$ cat src/rtl/l1_d_lsu_adapter.sv
// Load/store adapter between the core pipeline and the L1 data cache.
// Holds each request across cache stalls, extends sub-word loads and does read-modify-write for sub-word stores.
module l1_d_lsu_adapter #(
  parameter int ADDR_W = 32,
  parameter int IDX_W  = 5,
  parameter int OFF_W  = 6,
  parameter int TAG_W  = ADDR_W - IDX_W - OFF_W,
  parameter int CNT_W  = 16
) (
  input  logic              clk,
  input  logic              nrst,
  input  logic              req_valid,
  output logic              req_ready,
  input  logic              req_we,
  input  logic [1:0]        req_size,
  input  logic              req_unsigned,
  input  logic [ADDR_W-1:0] req_addr,
  input  logic [31:0]       req_wdata,
  output logic              resp_valid,
  output logic [31:0]       resp_rdata,
  output logic              resp_err,
  output logic [TAG_W-1:0]  tag_C_L1,
  output logic [IDX_W-1:0]  index_C_L1,
  output logic [OFF_W-1:0]  offset,
  output logic              read_C_L1,
  output logic              write_C_L1,
  output logic [31:0]       write_data,
  input  logic [31:0]       read_data_L1_C,
  input  logic              stall,
  output logic [CNT_W-1:0]  stall_cnt
);

  typedef enum logic [1:0] {IDLE, RD, WR, RESP} state_t;

  state_t              state_q, state_d;
  logic [ADDR_W-1:0]   addr_q, addr_d;
  logic                we_q, we_d;
  logic [1:0]          size_q, size_d;
  logic                unsigned_q, unsigned_d;
  logic [15:0]         wdata_q, wdata_d;
  logic [31:0]         write_data_q, write_data_d;
  logic [31:0]         resp_rdata_q, resp_rdata_d;
  logic                resp_err_q, resp_err_d;
  logic [CNT_W-1:0]    stall_cnt_q, stall_cnt_d;

  function automatic logic misaligned(input logic [1:0] sz, input logic [1:0] a);
    return (sz == 2'b11) || (sz == 2'b01 && a[0]) || (sz == 2'b10 && a != 2'b00);
  endfunction

  function automatic logic [31:0] extract_load(input logic [31:0] w, input logic [1:0] sz,
                                               input logic [1:0] a, input logic uns);
    logic [7:0]  b;
    logic [15:0] h;
    logic [31:0] r;
    case (a)
      2'd0:    b = w[7:0];
      2'd1:    b = w[15:8];
      2'd2:    b = w[23:16];
      default: b = w[31:24];
    endcase
    h = a[1] ? w[31:16] : w[15:0];
    case (sz)
      2'b00:   r = uns ? {24'd0, b} : {{24{b[7]}}, b};
      2'b01:   r = uns ? {16'd0, h} : {{16{h[15]}}, h};
      default: r = w;
    endcase
    return r;
  endfunction

  // Little-endian lane merge: only the addressed bytes change, the rest come from the cache word.
  function automatic logic [31:0] merge_store(input logic [31:0] w, input logic [15:0] wd,
                                              input logic [1:0] sz, input logic [1:0] a);
    logic [31:0] m;
    m = w;
    if (sz == 2'b00) begin
      case (a)
        2'd0:    m[7:0]   = wd[7:0];
        2'd1:    m[15:8]  = wd[7:0];
        2'd2:    m[23:16] = wd[7:0];
        default: m[31:24] = wd[7:0];
      endcase
    end else if (a[1]) begin
      m[31:16] = wd;
    end else begin
      m[15:0] = wd;
    end
    return m;
  endfunction

  always_comb begin
    state_d      = state_q;
    addr_d       = addr_q;
    we_d         = we_q;
    size_d       = size_q;
    unsigned_d   = unsigned_q;
    wdata_d      = wdata_q;
    write_data_d = write_data_q;
    resp_rdata_d = resp_rdata_q;
    resp_err_d   = resp_err_q;
    stall_cnt_d  = stall_cnt_q;

    if ((state_q == RD || state_q == WR) && stall && stall_cnt_q != {CNT_W{1'b1}})
      stall_cnt_d = stall_cnt_q + 1'b1;

    case (state_q)
      IDLE: begin
        if (req_valid) begin
          addr_d     = req_addr;
          we_d       = req_we;
          size_d     = req_size;
          unsigned_d = req_unsigned;
          wdata_d    = req_wdata[15:0];
          if (misaligned(req_size, req_addr[1:0])) begin
            resp_rdata_d = 32'd0;
            resp_err_d   = 1'b1;
            state_d      = RESP;
          end else if (req_we && req_size == 2'b10) begin
            write_data_d = req_wdata;
            state_d      = WR;
          end else begin
            state_d = RD;
          end
        end
      end
      RD: begin
        if (!stall) begin
          if (we_q) begin
            write_data_d = merge_store(read_data_L1_C, wdata_q, size_q, addr_q[1:0]);
            state_d      = WR;
          end else begin
            resp_rdata_d = extract_load(read_data_L1_C, size_q, addr_q[1:0], unsigned_q);
            resp_err_d   = 1'b0;
            state_d      = RESP;
          end
        end
      end
      WR: begin
        if (!stall) begin
          resp_rdata_d = 32'd0;
          resp_err_d   = 1'b0;
          state_d      = RESP;
        end
      end
      default: state_d = IDLE;
    endcase
  end

  always_ff @(posedge clk or posedge nrst) begin
    if (nrst) begin
      state_q      <= IDLE;
      addr_q       <= '0;
      we_q         <= 1'b0;
      size_q       <= 2'b00;
      unsigned_q   <= 1'b0;
      wdata_q      <= 16'd0;
      write_data_q <= 32'd0;
      resp_rdata_q <= 32'd0;
      resp_err_q   <= 1'b0;
      stall_cnt_q  <= '0;
    end else begin
      state_q      <= state_d;
      addr_q       <= addr_d;
      we_q         <= we_d;
      size_q       <= size_d;
      unsigned_q   <= unsigned_d;
      wdata_q      <= wdata_d;
      write_data_q <= write_data_d;
      resp_rdata_q <= resp_rdata_d;
      resp_err_q   <= resp_err_d;
      stall_cnt_q  <= stall_cnt_d;
    end
  end

  assign req_ready  = (state_q == IDLE);
  assign read_C_L1  = (state_q == RD);
  assign write_C_L1 = (state_q == WR);
  assign resp_valid = (state_q == RESP);
  assign resp_rdata = resp_rdata_q;
  assign resp_err   = resp_err_q;
  assign write_data = write_data_q;
  assign stall_cnt  = stall_cnt_q;
  assign tag_C_L1   = addr_q[ADDR_W-1:IDX_W+OFF_W];
  assign index_C_L1 = addr_q[IDX_W+OFF_W-1:OFF_W];
  assign offset     = {addr_q[OFF_W-1:2], 2'b00};

endmodule

$ cat config.mk
export PLATFORM = sky130hd
export DESIGN_NAME = l1_d_lsu_adapter
export DESIGN_NICKNAME = d
export VERILOG_FILES = /design/src/rtl/l1_d_lsu_adapter.sv
export SDC_FILE = /design/constraint.sdc
export NUM_CORES = 1
export LEC_CHECK = 0
export CORE_ASPECT_RATIO = 0.75
export CORE_MARGIN = 3
export CORE_UTILIZATION = 43
export DETAILED_ROUTE_END_ITERATION = 10
export PLACE_DENSITY = 0.82
export SYNTH_ARGS = -nofsm -noshare
export SYNTH_HDL_FRONTEND = slang
export SYNTH_SLANG_ARGS = --single-unit
$ cat constraint.sdc
create_clock -name clk -period 4.9 [get_ports clk]
set_clock_uncertainty 0.1 [all_clocks]
set_input_delay 0.98 -clock clk [delete_from_list [all_inputs] [get_ports clk]]
set_output_delay 0.98 -clock clk [all_outputs]
set_load 0.01 [all_outputs]
==> results of run 1 <==
[final timing paths]
kind                                              endpoint  slack [ns]  cells after the start
worst max-delay path             write_data[1]$_DFFE_PP0P_        1.83                      5
worst min-delay path            resp_rdata[15]$_DFFE_PP0P_        0.39                      1
worst max register to register  resp_rdata[31]$_DFFE_PP0P_        2.17                      7
worst min register to register  resp_rdata[15]$_DFFE_PP0P_        0.39                      1
max in group asynchronous       resp_rdata[26]$_DFFE_PP0P_        2.83                      3
min in group asynchronous            addr_q[8]$_DFFE_PP0P_        1.04                      2
[layer usage]
layer / share of wire [%] / wire length [um] / track usage, % / vias to the layer above
met3: 11 / 2400 / 9.66 / 46
met4: 1.8 / 393 / 6.66 / 6
met5: 0.21 / 46 / 0 / -
met1: 42 / 9250 / 31.0 / 3068
li1: - / - / - / 2783
met2: 46 / 10200 / 35.3 / 308
[kinds of logic after synthesis]
family	after synthesis	share of synthesized area [%]
simple gates	155	10.7
compound gates	152	14.5
flops	135	45.3
mux	119	18.6
buf+inv	101	8.21
xor+xnor	14	1.65
fa+ha+maj	6	1.01
other cells	1	0.0503
[layout make-up]
class                      instances  share of cell area, %
sequential                       135                   33.5
timing repair buffer             227                   22.3
multi-input combinational        448                   34.4
tap                              215                   2.67
clock inverter                    11                   1.45
inverter                          20                  0.795
clock buffer                      21                   4.77
[worst max-delay path, stage by stage]
cell	delay [ns]
clkdlybuf4s50_1	0.49
nor3_1	0.33
a31o_2	0.23
nand3_2	0.66
mux2_2	0.56
[sequential cells by signal, indices dropped and copies added (netlist names)]
signal	cells
wdata_q	16
resp_rdata	32
stall_cnt	16
we_q	1
addr_q	32
state_q	2
size_q	2
write_data	32
resp_err	1
unsigned_q	1
[metrics by stage]
stage | power [mW] | setup slack (ns) | instances | instance area [um^2] | hold WS (ns)
6_report | 6.98 | 1.83 | 1077 | 10100 | 0.394
5_1_grt | 7.38 | 1.65 | 1077 | 10100 | 0.411
3_5_place_dp | 5.58 | 1.37 | 1045 | 9450 | 0.383
2_1_floorplan | 4.46 | 0.209 | 684 | 7450 | 0.380
4_1_cts | 6.98 | 1.80 | 1077 | 10100 | 0.398
3_3_place_gp | 5.49 | 1.47 | 1045 | 9450 | 0.375
[placed cells by master, fill, tap and decap left out, types with 5 or more instances in the layout]
| cell | count |
|---|---|
| buf_4 | 9 |
| clkdlybuf4s50_1 | 218 |
| o21a_1 | 8 |
| nor2_1 | 37 |
| xnor2_1 | 12 |
| o221ai_1 | 7 |
| a21oi_1 | 24 |
| mux2_4 | 17 |
| mux2i_1 | 17 |
| a31oi_1 | 17 |
| nand2b_1 | 9 |
| dfrtp_1 | 135 |
| mux2_2 | 85 |
| nand2_1 | 37 |
| nor3_1 | 11 |
| a211o_1 | 8 |
| ha_1 | 5 |
| inv_1 | 18 |
| nand4_1 | 10 |
| o21ai_0 | 32 |
| a211oi_1 | 10 |
| nand3_1 | 21 |
| a311oi_1 | 19 |
| clkbuf_16 | 17 |
[power by group through the flow]
stage                     logic (mW)  registers [mW]  clock network, mW
final                           3.60            2.01               1.36
after global routing            3.88            2.08               1.43
after CTS                       3.60            2.01               1.37
after detailed placement        3.56            2.02                  0
after global placement          3.48            2.00                  0
after floorplan                 2.46            2.00                  0
==> impl_metrics.py, run 1 <==
metrics = {
    "critical_path": {
        "worstPathRequired_ns": 5.10,
        "r2r_start": "state_q[1]$_DFFE_PP0P_",
        "crit_path_end_kind": "register",
        "cp_max_fo": 32,
        "critical_path_class": "in2reg",
        "startpoint": "req_size[0]",
        "cp.arrival_ns": 3.27,
        "start_kind": "primary input",
    },
    "yosys": {
        "synth_area_leaders": "dfrtp_1 45%, mux2_2 13%, buf_4 3.4%, mux2_4 3.4%, mux2i_1 2.3%",
        "synth-seq-cells": 135,
        "ys.flop_type": "dfrtp_1",
        "async_reset_ff_share_pct": 100,
        "avgSynthCellArea_um2": 10.9,
        "synthTopCellsByCount": "135 x dfrtp_1, 85 x mux2_2, 38 x nand2_1",
        "synth-edff-count": 0,
        "synth.most_common_cell": "dfrtp_1",
        "syn_inst": 683,
        "yosysUniqueCellTypes": 68,
        "synth_area_leader_cell": "dfrtp_1",
        "synth_warnings": 0,
        "seq_area_frac_synth_pct": 45.3,
        "synthDominantCellAreaShare_pct": 45.3,
        "syn-cell-area_um2": 7450,
    },
    "worst_hold_path": {
        "hold_class": "reg2reg",
        "hp-start": "resp_rdata[15]$_DFFE_PP0P_",
    },
    "detailed_routing": {
        "drt_wl_total_mm": 22.3,
        "vias_per_cell": 5.77,
        "firstDrtPassIters": 5,
        "dr.first_iter.drc_count": 496,
        "wl_per_cell_um": 20.7,
        "drc": 0,
        "num_vias": 6211,
        "antenna_left": 0,
    },
    "layout": {
        "nets": 959,
        "multiInputGateArea_um2": 3470,
        "fin_util_pct": 59.7,
        "seq_area_um2": 3380,
        "drive_gt1_share_pct": 18.8,
        "n_antenna_cell": 0,
        "fill_cells": 1399,
        "synthToLayoutAreaGrowth_pct": 35.2,
    },
    "clock_tree": {
        "cts_hold_buf": 0,
        "cts_sinks": 135,
        "numCtsBuffers": 17,
        "cts_tree": "yes",
        "post-cts-setup-buffers": 0,
        "htree_num_levels": 4,
        "clkTransAtPathRegs_ns": 0.06,
        "clock_latency_ns": 0.42,
        "ctsRootBufferMaster": "clkbuf_16",
        "cts_buffer_depth": 2,
        "ctsResizeCount": 0,
    },
    "power": {
        "max-vdd-ir-drop_v": 0.000395,
        "p_leak_nw": 4.17,
        "power.switching_mw": 2.66,
        "p_int_mw": 4.32,
        "power_frac_seq_pct": 28.9,
        "powerDensity_nw_per_um2": 693,
        "swShare_pct": 38.1,
        "pwr-share-comb_pct": 51.6,
        "clkPwrFrac_pct": 19.5,
    },
    "grt": {
        "globalRouteTotalUtil_pct": 23.4,
        "grt_max_degree": 102,
        "grt-ovfl-total": 0,
        "grt_pass1_vias": 6177,
        "antenna_found_initial": 3,
        "grt_first_pass_wirelength_mm": 34.3,
    },
    "placement": {
        "portBuffers": 218,
        "hpwl_mm": 16.0,
        "gp_congestion": 0.881,
    },
    "run_status": {
        "status": "finished, final reports clean",
    },
    "timing": {
        "min_period_over_period_pct": 62.6,
        "fin_crit_ns": 3.07,
        "max_freq_mhz": 326,
        "rsz0062_at_grt": "no",
        "finalHoldViolCount": 0,
        "worst_slew_pin_slew_ns": 0.969,
        "drv_slew": 0,
        "setup_violations": 0,
        "setup_tns_ns": 0,
        "relSlewSlack_pct": 35.4,
    },
    "floorplan": {
        "die_w_um": 158,
        "core_um2": 16900,
        "rows": 41,
        "io_pins": 221,
        "initial_utilization_pct": 44.1,
        "dieArea_um2": 19000,
        "dieHeight_um": 120,
    },
    "job": {
        "maxCapViolCount": 0,
    },
}
Power figures use the tool's default switching activity.
==> inputs of run 2 (changes only) <==
Settings changed: CORE_UTILIZATION 43 to 48, PLACE_DENSITY 0.82 to 0.86.
Clock period 4.9 ns to 3.1 ns, I/O delays scaled along.
==> impl_metrics.py, run 2 (synthesized netlist as in run 1, its figures left out) <==
metrics = {
    "run_status": {
        "status": "finished, final reports clean",
    },
    "critical_path": {
        "critical_path_class": "reg2out",
        "r2r_slack_ns": 0.68,
        "worst_path_max_delay_cell": "clkdlybuf4s50_1",
        "cp.arrival_ns": 1.88,
        "critPathMaxStageDelay_ns": 0.60,
        "cp_max_fo": 5,
        "endpoint": "req_ready",
        "start_kind": "register",
        "path_cells": "inv_1 -> ha_1 -> clkdlybuf4s50_1",
        "r2r-end": "resp_rdata[25]$_DFFE_PP0P_",
        "r2r_start": "state_q[1]$_DFFE_PP0P_",
        "rr_worst_depth": 7,
        "startpoint": "state_q[0]$_DFFE_PP0P_",
        "worstPathRequired_ns": 2.38,
        "crit_path_end_kind": "output port",
    },
    "detailed_routing": {
        "wl_met1_mm": 9.33,
        "num_vias": 6262,
        "dr.first_iter.drc_count": 650,
        "drc": 0,
        "wl_per_cell_um": 20.4,
        "top_layer_used": "met5",
        "vias_per_cell": 5.84,
        "wl_met2_mm": 9.81,
        "antenna_left": 0,
        "firstDrtPassIters": 6,
        "drt_wl_total_mm": 21.9,
        "wl_met3_mm": 2.47,
    },
    "grt": {
        "grt_pass1_vias": 6135,
        "globalRouteTotalUtil_pct": 25.7,
        "grt-ovfl-total": 0,
        "grt_first_pass_wirelength_mm": 34.1,
        "grt_max_degree": 53,
        "antenna_found_initial": 1,
    },
    "placement": {
        "gp_congestion": 0.947,
        "hpwl_mm": 16.1,
        "portBuffers": 218,
    },
    "layout": {
        "seq_area_um2": 3380,
        "drive_gt1_share_pct": 19.7,
        "multiInputGateArea_um2": 3470,
        "fill_cells": 1126,
        "n_antenna_cell": 0,
        "mostFrequentLayoutCell": "clkdlybuf4s50_1",
        "nets": 971,
        "synthToLayoutAreaGrowth_pct": 36.9,
        "final_cell_mix": "218 x clkdlybuf4s50_1, 135 x dfrtp_1, 85 x mux2_2",
    },
    "floorplan": {
        "core_um2": 14800,
        "io_pins": 221,
        "dieArea_um2": 17100,
        "initial_utilization_pct": 50.2,
        "rows": 38,
        "die_w_um": 150,
        "dieHeight_um": 114,
    },
    "clock_tree": {
        "cts_hold_buf": 0,
        "ctsRootBufferMaster": "clkbuf_16",
        "post-cts-setup-buffers": 0,
        "cts_sinks": 135,
        "clock_latency_ns": 0.41,
        "ctsResizeCount": 0,
        "htree_num_levels": 4,
        "numCtsBuffers": 17,
        "cts_buffer_depth": 2,
        "cts_tree": "yes",
        "clkTransAtPathRegs_ns": 0.06,
    },
    "timing": {
        "setup_violations": 0,
        "min_period_over_period_pct": 83.8,
        "worst_slew_pin_slew_ns": 1.00,
        "setup_tns_ns": 0,
        "max_freq_mhz": 385,
        "rsz0062_at_grt": "no",
        "finalHoldViolCount": 0,
        "relSlewSlack_pct": 33.0,
        "drv_slew": 0,
        "fin_crit_ns": 2.60,
    },
    "power": {
        "powerDensity_nw_per_um2": 1090,
        "power_mw": 11.1,
        "max-vdd-ir-drop_v": 0.000850,
        "p_leak_nw": 4.23,
    },
    "job": {
        "maxCapViolCount": 0,
    },
    "worst_hold_path": {
        "hold_class": "reg2reg",
    },
}
[run 2: cell count changes in the layout (fill, tap and decap cells not counted)]
| cell | before | now |
|---|---|---|
| buf_12 | 0 | 7 |
| buf_4 | 9 | 14 |
| clkbuf_1 | 0 | 1 |
| clkbuf_8 | 4 | 1 |
| clkinv_4 | 3 | 1 |
| clkinvlp_4 | 2 | 5 |
[run 2: worst max-delay path, delay by kind of cell (launching register included)]
kind	cells	cell delay [ns]
fa+ha+maj	1	0.31
buf+inv	2	0.72
flops	1	0.43
[run 2: power breakdown]
| part | switching, mW | leakage [nW] | internal (mW) |
|---|---|---|---|
| clock network | 0.779 | 0.281 | 1.28 |
| logic | 2.85 | 2.31 | 3.04 |
| registers | 0.588 | 1.65 | 2.56 |
[run 2: metrics by stage]
| stage | hold slack (ns) | util, % | std cells | setup slack, ns | cell area [um^2] |
|---|---|---|---|---|---|
| floorplan | 0.380 | - | 684 | 0.701 | 7460 |
| global placement | 0.385 | 64.7 | 1042 | 0.506 | 9600 |
| detailed placement | 0.374 | 64.7 | 1042 | 0.373 | 9600 |
| CTS | 0.392 | 68.8 | 1073 | 0.484 | 10200 |
| global route | 0.406 | 68.8 | 1073 | 0.433 | 10200 |
| finish | 0.389 | 68.8 | 1073 | 0.503 | 10200 |
[run 2: layout make-up]
cell class | count | area share (%)
flip-flops and latches | 135 | 33.1
repair buffers | 239 | 23.8
clock buffers | 19 | 4.34
clock inverters | 12 | 1.50
well taps | 200 | 2.45
inverters | 20 | 0.773
multi-input cells | 448 | 34.0
[run 2: worst min-delay path by stage]
stage	from	end	cells past startpoint
2_1_floorplan	wdata_q[8]$_DFFE_PP0P_	wdata_q[8]$_DFFE_PP0P_	1
3_3_place_gp	resp_rdata[15]$_DFFE_PP0P_	resp_rdata[15]$_DFFE_PP0P_	1
3_5_place_dp	resp_rdata[15]$_DFFE_PP0P_	resp_rdata[15]$_DFFE_PP0P_	1
4_1_cts	resp_rdata[15]$_DFFE_PP0P_	resp_rdata[15]$_DFFE_PP0P_	1
5_1_grt	resp_rdata[15]$_DFFE_PP0P_	resp_rdata[15]$_DFFE_PP0P_	1
6_report	resp_rdata[15]$_DFFE_PP0P_	resp_rdata[15]$_DFFE_PP0P_	1
[run 2: layer usage]
layer / vias up / track usage, %
met1: 3062 / 36.8
met3: 27 / 8.06
met2: 345 / 38.8
met4: 2 / 5.42
met5: - / 0
li1: 2826 / -
==> inputs of run 3 (changes only) <==
Settings changed: CORE_UTILIZATION 48 to 43, PLACE_DENSITY 0.86 to 0.82.
Clock period 3.1 ns to 2.2 ns, I/O delays scaled along.
==> impl_metrics.py, run 3 (synthesized netlist as in run 1, its figures left out) <==
metrics = {
    "floorplan": {
        "io_pins": 221,
        "die_w_um": 158,
        "core_um2": 16900,
        "dieArea_um2": 19000,
        "initial_utilization_pct": 44.1,
        "rows": 41,
        "dieHeight_um": 120,
    },
    "clock_tree": {
        "numCtsBuffers": 17,
        "clkTransAtPathRegs_ns": 0.06,
        "clock_latency_ns": 0.42,
        "cts_tree": "yes",
        "cts_buffer_depth": 2,
        "post-cts-setup-buffers": 0,
        "cts_sinks": 135,
        "htree_num_levels": 4,
        "ctsRootBufferMaster": "clkbuf_16",
    },
    "layout": {
        "fin_util_pct": 61.9,
        "n_antenna_cell": 0,
        "mostFrequentLayoutCell": "clkdlybuf4s50_1",
        "nets": 1000,
        "seq_area_um2": 3380,
        "multiInputGateArea_um2": 3500,
        "synthToLayoutAreaGrowth_pct": 40.3,
        "fill_cells": 1324,
        "drive_gt1_share_pct": 22.6,
        "stdcell_count": 1118,
        "fin_area_um2": 10500,
        "final_cell_mix": "214 x clkdlybuf4s50_1, 135 x dfrtp_1, 85 x mux2_2",
    },
    "grt": {
        "grt-ovfl-total": 0,
        "globalRouteTotalUtil_pct": 24.5,
        "grt_first_pass_wirelength_mm": 35.7,
        "grt_max_degree": 52,
        "antenna_found_initial": 6,
        "grt_pass1_vias": 6345,
    },
    "timing": {
        "rsz0062_at_grt": "yes",
        "fin_crit_ns": 2.14,
        "max_freq_mhz": 466,
        "drv_slew": 0,
        "min_period_over_period_pct": 97.5,
        "setup_violations": 0,
        "finalHoldViolCount": 0,
        "worst_slew_pin_slew_ns": 0.631,
        "relSlewSlack_pct": 57.7,
    },
    "critical_path": {
        "worst_path_max_delay_cell": "dfrtp_1",
        "crit_path_end_kind": "output port",
        "cp_max_fo": 4,
        "critPathMaxStageDelay_ns": 0.40,
        "path_cells": "inv_1 -> ha_2 -> buf_4 -> dlygate4sd2_1",
        "start_kind": "register",
        "cp.arrival_ns": 1.60,
        "worstPathRequired_ns": 1.66,
        "critical_path_class": "reg2out",
    },
    "detailed_routing": {
        "vias_per_cell": 5.75,
        "drc": 0,
        "firstDrtPassIters": 7,
        "drt_wl_total_mm": 23.4,
        "wl_per_cell_um": 20.9,
        "dr.first_iter.drc_count": 547,
        "antenna_left": 0,
        "num_vias": 6429,
    },
    "placement": {
        "place_inst": 1086,
        "hpwl_mm": 17.1,
        "place_area_um2": 9840,
        "gp_congestion": 0.905,
        "portBuffers": 218,
    },
    "run_status": {
        "status": "finished, final reports clean",
    },
    "job": {
        "maxCapViolCount": 0,
    },
    "power": {
        "pwr-share-comb_pct": 54.5,
        "power_frac_seq_pct": 27.7,
        "powerDensity_nw_per_um2": 1530,
        "p_int_mw": 9.94,
        "p_leak_nw": 4.39,
        "power.switching_mw": 6.09,
        "swShare_pct": 38.0,
        "max-vdd-ir-drop_v": 0.000839,
        "clkPwrFrac_pct": 17.8,
        "power_mw": 16.0,
    },
    "worst_hold_path": {
        "hold_class": "in2async",
    },
}
-- run 3: cell count changes in the layout (fill, tap and decap cells not counted), sizes merged --
cell,before,now
clkbuf,19,24
clkdlybuf4s50,218,214
buf,21,50
bufinv,3,2
inv,19,18
dlygate4sd2,0,4
clkinvlp,5,3
-- run 3: layout make-up --
| class | instances | area share, % |
|---|---|---|
| clock buffer | 24 | 4.61 |
| clock inverter | 8 | 0.922 |
| inverter | 20 | 0.790 |
| multi-input combinational | 448 | 33.4 |
| sequential | 135 | 32.3 |
| tap | 215 | 2.57 |
| timing repair buffer | 268 | 25.3 |
-- run 3: through the flow --
step / setup WS (ns) / hold WS, ns / TNS [ns]
after floorplan: -0.0192 / 0.380 / -2.59
after global placement: -0.0888 / 0.386 / -3.69
after detailed placement: -0.283 / 0.393 / -9.37
after CTS: 0.0203 / 0.306 / 0
after global routing: -0.0329 / 0.326 / -0.0580
final: 0.0560 / 0.307 / 0
-- run 3: power by group through the flow --
stage / combinational (mW) / sequential, mW / clock, mW
after CTS: 8.64 / 4.43 / 2.90
after global placement: 8.34 / 4.38 / 0
after detailed placement: 8.54 / 4.44 / 0
final: 8.74 / 4.44 / 2.85
after global routing: 9.37 / 4.57 / 3.02
after floorplan: 5.49 / 4.44 / 0
-- run 3: critical path: cells and delay by family, from the launching register on --
kind / cells / cell delay, ns
buffers and inverters: 3 / 0.53
adders and majority gates: 1 / 0.24
DFF: 1 / 0.40
-- run 3: per-layer routing --
| layer | track usage (%) | share of wire (%) |
|---|---|---|
| met2 | 37.5 | 46 |
| met3 | 8.94 | 11 |
| met1 | 33.2 | 41 |
| met5 | 0 | 0.25 |
| met4 | 6.29 | 1.9 |
-- run 3: worst paths after layout --
kind / start / endpoint / slack (ns) / cells past startpoint
worst max-delay path: state_q[1]$_DFFE_PP0P_ / read_C_L1 / 0.06 / 4
worst max register to register: state_q[1]$_DFFE_PP0P_ / write_data[26]$_DFFE_PP0P_ / 0.11 / 8
worst min register to register: addr_q[15]$_DFFE_PP0P_ / addr_q[15]$_DFFE_PP0P_ / 0.40 / 1
worst min-delay path: nrst / resp_rdata[9]$_DFFE_PP0P_ / 0.31 / 2
max in group asynchronous: nrst / addr_q[23]$_DFFE_PP0P_ / 1.05 / 3
min in group clk: addr_q[15]$_DFFE_PP0P_ / addr_q[15]$_DFFE_PP0P_ / 0.40 / 1
-- run 3: what timing repair did --
action / CTS / global route
pin swaps: 0 / 0
hold buffers: 0 / 0
setup endpoints to repair: 6 / 37
gates resized for setup: 7 / 7
